<file path="config.mk">
export PLATFORM = sky130hd
export DESIGN_NAME = priority_pending_dispatcher
export DESIGN_NICKNAME = d
export VERILOG_FILES = /design/src/rtl/priority_pending_dispatcher.sv
export SDC_FILE = /design/constraint.sdc
export NUM_CORES = 1
export LEC_CHECK = 0
export BUFFER_PORTS_ARGS = -buffer_cell sky130_fd_sc_hd__buf_2
export CAP_MARGIN = 10
export CORE_MARGIN = 10
export CORE_UTILIZATION = 47
export DETAILED_ROUTE_END_ITERATION = 10
export PLACE_DENSITY = 0.79
export SYNTH_ARGS = -nofsm -noshare
export SYNTH_HDL_FRONTEND = slang
export SYNTH_SLANG_ARGS = --single-unit
</file>
<file path="constraint.sdc">
create_clock -name clk -period 3.21 [get_ports clk]
set_input_delay 0.321 -clock clk [delete_from_list [all_inputs] [get_ports clk]]
set_output_delay 0.321 -clock clk [all_outputs]
set_load 0.05 [all_outputs]
</file>
<file path="src/rtl/priority_pending_dispatcher.sv">
// Sticky pending-request dispatcher: offers the highest enabled pending index as a registered code.
// Two cycles from req_in to out_valid when idle, back-to-back while ready; offer held without preemption under backpressure.
module priority_pending_dispatcher #(
  parameter int         NREQ      = 16,
  parameter logic [7:0] IDLE_CODE = 8'hF0
) (
  input  logic            clk,
  input  logic            rst_n,
  input  logic [NREQ-1:0] req_in,
  input  logic [NREQ-1:0] mask,
  input  logic            out_ready,
  input  logic            clr_ovf,
  output logic [7:0]      out_code,
  output logic            out_valid,
  output logic [NREQ-1:0] pending_o,
  output logic            overflow
);

  typedef enum logic {IDLE, OFFER} state_t;

  state_t          state;
  logic [NREQ-1:0] pending;
  logic            hs;
  logic [NREQ-1:0] gbit;
  logic [NREQ-1:0] cand;
  logic [3:0]      sel_idx;
  logic            cand_any;

  assign hs        = out_valid & out_ready;
  assign gbit      = hs ? (NREQ'(1) << out_code[3:0]) : '0;
  // The line being accepted this edge is no longer a candidate.
  assign cand      = pending & mask & ~gbit;
  assign cand_any  = |cand;
  assign pending_o = pending;

  always_comb begin
    sel_idx = 4'd0;
    for (int i = 0; i < NREQ; i++) begin
      if (cand[i]) sel_idx = 4'(i);
    end
  end

  always_ff @(posedge clk) begin
    if (!rst_n) begin
      state     <= IDLE;
      pending   <= '0;
      out_valid <= 1'b0;
      out_code  <= IDLE_CODE;
      overflow  <= 1'b0;
    end else begin
      pending <= (pending & ~gbit) | req_in;

      if (|(req_in & pending & ~gbit)) overflow <= 1'b1;
      else if (clr_ovf)                overflow <= 1'b0;

      case (state)
        IDLE: begin
          if (cand_any) begin
            out_code  <= {4'b0, sel_idx};
            out_valid <= 1'b1;
            state     <= OFFER;
          end
        end
        OFFER: begin
          if (hs) begin
            if (cand_any) begin
              out_code <= {4'b0, sel_idx};
            end else begin
              out_code  <= IDLE_CODE;
              out_valid <= 1'b0;
              state     <= IDLE;
            end
          end
        end
        default: begin
          state     <= IDLE;
          out_valid <= 1'b0;
          out_code  <= IDLE_CODE;
        end
      endcase
    end
  end

endmodule

</file>
==> flow_metrics.py <==
metrics = {
    "status": {
        "outcome": "completed",
    },
    "critical_path": {
        "cp-end-kind": "flop",
        "path_class": "flop to flop",
        "cp-startpoint": "out_code[1]",
        "worst_r2r_endpoint": "out_valid",
        "critPathMostFrequentCell": "a21oi_1",
        "path_depth_of_the_worst_reg2reg_path": 8,
        "worst_setup_path_endpoint": "out_valid",
        "worstPathArrival_ns": 2.73,
        "worstPathRequired_ns": 3.42,
        "r2r_setup_slack_ns": 0.69,
        "reg2reg_from": "out_code[1]",
        "worst_path_max_delay_cell": "dfxtp_1",
        "critical-path-max-stage-delay_ns": 0.53,
        "crit_fanout": 11,
        "setup.worst_path.start_class": "flop",
        "critical_path.cell_chain": "nor2b_1, a21oi_1, a2111o_1, nor4_4, ha_1, nand2b_1, a21oi_1, nor2_1",
    },
    "clocking": {
        "tritoncts.num_buffers": 3,
        "cts_max_level": 1,
        "clockBufferDepth": 2,
        "cts_num_sinks": 24,
        "postCtsHoldBufs": 0,
        "number_of_resized_instances_in_the_post_cts_repair_step": 0,
        "clk-insertion-delay-late_ns": 0.32,
        "post_cts.repair.setup_buffers": 0,
        "clock-root-buffer": "clkbuf_4",
        "clkTransAtPathRegs_ns": 0.14,
        "clock_tree_from_tritoncts": "built",
    },
    "final_layout": {
        "final_net_count": 283,
        "final_cell_area_um2": 1824,
        "multiInputGateArea_um2": 908.4,
        "num-fill-cells": 293,
        "antenna_cells_inserted": 0,
        "seqCellArea_um2": 480.5,
        "final_layout_size_suffix_gt1_share_pct": 28.98,
        "area_growth_pct": 24.19,
    },
    "grt": {
        "first_global_vias": 1624,
        "grt_first_pass_wirelength_mm": 7.824,
        "grt.overflow.total": 0,
        "grt_max_degree": 21,
        "grt_usage_pct": 15.77,
        "number_of_antenna_violations_at_the_first_check_in_global_routing": 0,
    },
    "placement": {
        "post-dp-hpwl_mm": 3.895,
        "gpl.final_weighted_congestion": 0.9041,
        "post_dp_cell_area_um2": 1772,
        "io_buffers": 61,
    },
    "logic_synthesis": {
        "yosys_warning_total": 0,
        "synth_area_per_cell_um2": 7.731,
        "synth_enable_flop_cells": 0,
        "synth_most_common_cell": "nor2_1",
        "post_synth_num_cell_types": 46,
        "ys_async_sr_fraction_pct": 0,
        "synthesis.instances": 190,
        "synth.ff_latch_count": 24,
        "synth_area_leader_cell": "dfxtp_1",
        "yosysTopAreaCellShare_pct": 32.71,
        "synthFlopType": "dfxtp_1",
        "synth_common_cells": "36 x nor2_1, 24 x dfxtp_1, 20 x nand2_1",
        "synth-seq-area-share_pct": 32.71,
        "syn_area_um2": 1469,
        "post_synth_main_area_contributors": "dfxtp_1 33%, nor2_1 9.2%, a21boi_0 5.1%",
        "synth_fp_nets": 227,
    },
    "power": {
        "p_leak_uw": 0.0008279,
        "powerDensity_nw_per_um2": 478.7,
        "irDropWorstVdd_v": 0.0003241,
        "power.total_uw": 873.3,
    },
    "floorplan": {
        "floorplan.initialDensity_pct": 48.51,
        "die-height_um": 75.91,
        "io-pin-count": 62,
        "die_boundary_width_um": 75.91,
        "floorplan.core_area_um2": 3028,
        "core.rowCount": 20,
        "dieArea_um2": 5762,
    },
    "detailed_routing": {
        "drt-initial-drc-count": 79,
        "vias_per_cell": 5.526,
        "wirelength_mm": 4.636,
        "vias": 1597,
        "drt_pass1_iterations": 4,
        "post-route-drc-count": 0,
        "antenna_left": 0,
        "wl_per_cell_um": 16.04,
    },
    "worst_hold_path": {
        "hp-class": "primary input to flop",
        "hold_path_depth": 3,
    },
    "sta": {
        "timing_worst_slew_pin_value_ns": 0.6379,
        "finalHoldViolations": 0,
        "timing.fmax_mhz": 396.4,
        "layout_worst_path_cycle_share_pct": 78.59,
        "finalSetupViolations": 0,
        "clock-skew-final_ns": 0.002619,
        "final_max_slew_viol_count": 0,
        "fin_crit_ns": 2.523,
        "grt_setup_unrepaired": "no",
        "setup_total_negative_slack_ns": 0,
        "timing.max_slew.rel_slack_pct": 57.43,
    },
    "job": {
        "cap_viol_max_count": 0,
    },
}
## cell type report
cell class	instances	share of cell area [%]
inverters	4	0.8230
clock buffers	3	1.235
multi-input cells	151	49.79
well taps	44	3.018
flip-flops and latches	24	26.34
clock inverters	1	1.646
repair buffers	62	17.15
## sequential cells by signal (all words and copies together) (netlist names)
register / cells
out_code: 5
out_valid: 1
overflow: 1
pending_o: 16
state: 1
## routing by layer
| metal | track usage, % | wire length, um |
|---|---|---|
| met3 | 5.778 | 362 |
| met2 | 27.47 | 2262 |
| met4 | 2.273 | 23 |
| met5 | 0 | 0 |
| met1 | 18.19 | 1987 |
## critical path: cells and delay by family (launching register included)
family | cells | cell delay, ns
AO/OA/AOI/OAI | 3 | 0.73
adder cells (fa/ha/maj) | 1 | 0.29
flip-flops | 1 | 0.53
AND/OR/NAND/NOR | 4 | 0.86
## power breakdown
group | switching (uW) | internal [uW]
clock | 99.0 | 126
sequential | 29.9 | 323
combinational | 204 | 90.9
total | 333 | 540
## cells in the final DEF, fill, tap and decap left out, types with 2 or more instances in the layout
master	count
a21boi_0	10
a21oi_1	15
a22oi_1	5
a31oi_1	2
and4b_1	2
buf_2	61
clkbuf_4	3
dfxtp_1	24
inv_1	4
nand2_1	20
nand2b_1	3
nand3_1	4
nand4_1	6
nand4bb_1	2
nor2_1	36
nor2b_1	4
o211ai_1	9
o21a_1	5
o21ai_0	3
## logic make-up (layout without fill, tap and decap cells)
family,after synthesis,in the layout,synth area share [%]
and+or+nand+nor,88,88,31.18
AOI/OAI and AO/OA,62,62,29.81
adders and majority gates,1,1,0.8517
buffers and inverters,15,70,5.451
DFF,24,24,32.71
## worst min path at each step
| stage | from | endpoint |
|---|---|---|
| finish | req_in[11] | pending_o[11] |
| global route | req_in[15] | pending_o[15] |
| CTS | req_in[15] | pending_o[15] |
| detailed placement | out_code[6] | out_code[6] |
| global placement | out_code[6] | out_code[6] |
| floorplan | req_in[0] | pending_o[0] |
## metrics by stage
step           utilization, %  worst slack, ns  hold slack, ns  instances
4_1_cts                 60.25           0.6917          0.2013        289
5_1_grt                 60.25           0.4076          0.2154        289
6_report                60.25           0.6874          0.2061        289
3_3_place_gp            58.51           0.7238          0.5101        285
2_1_floorplan               -           0.3405          0.4417        190
3_5_place_dp            58.51           0.7188          0.5181        285
(Power assumes the default switching activity.)
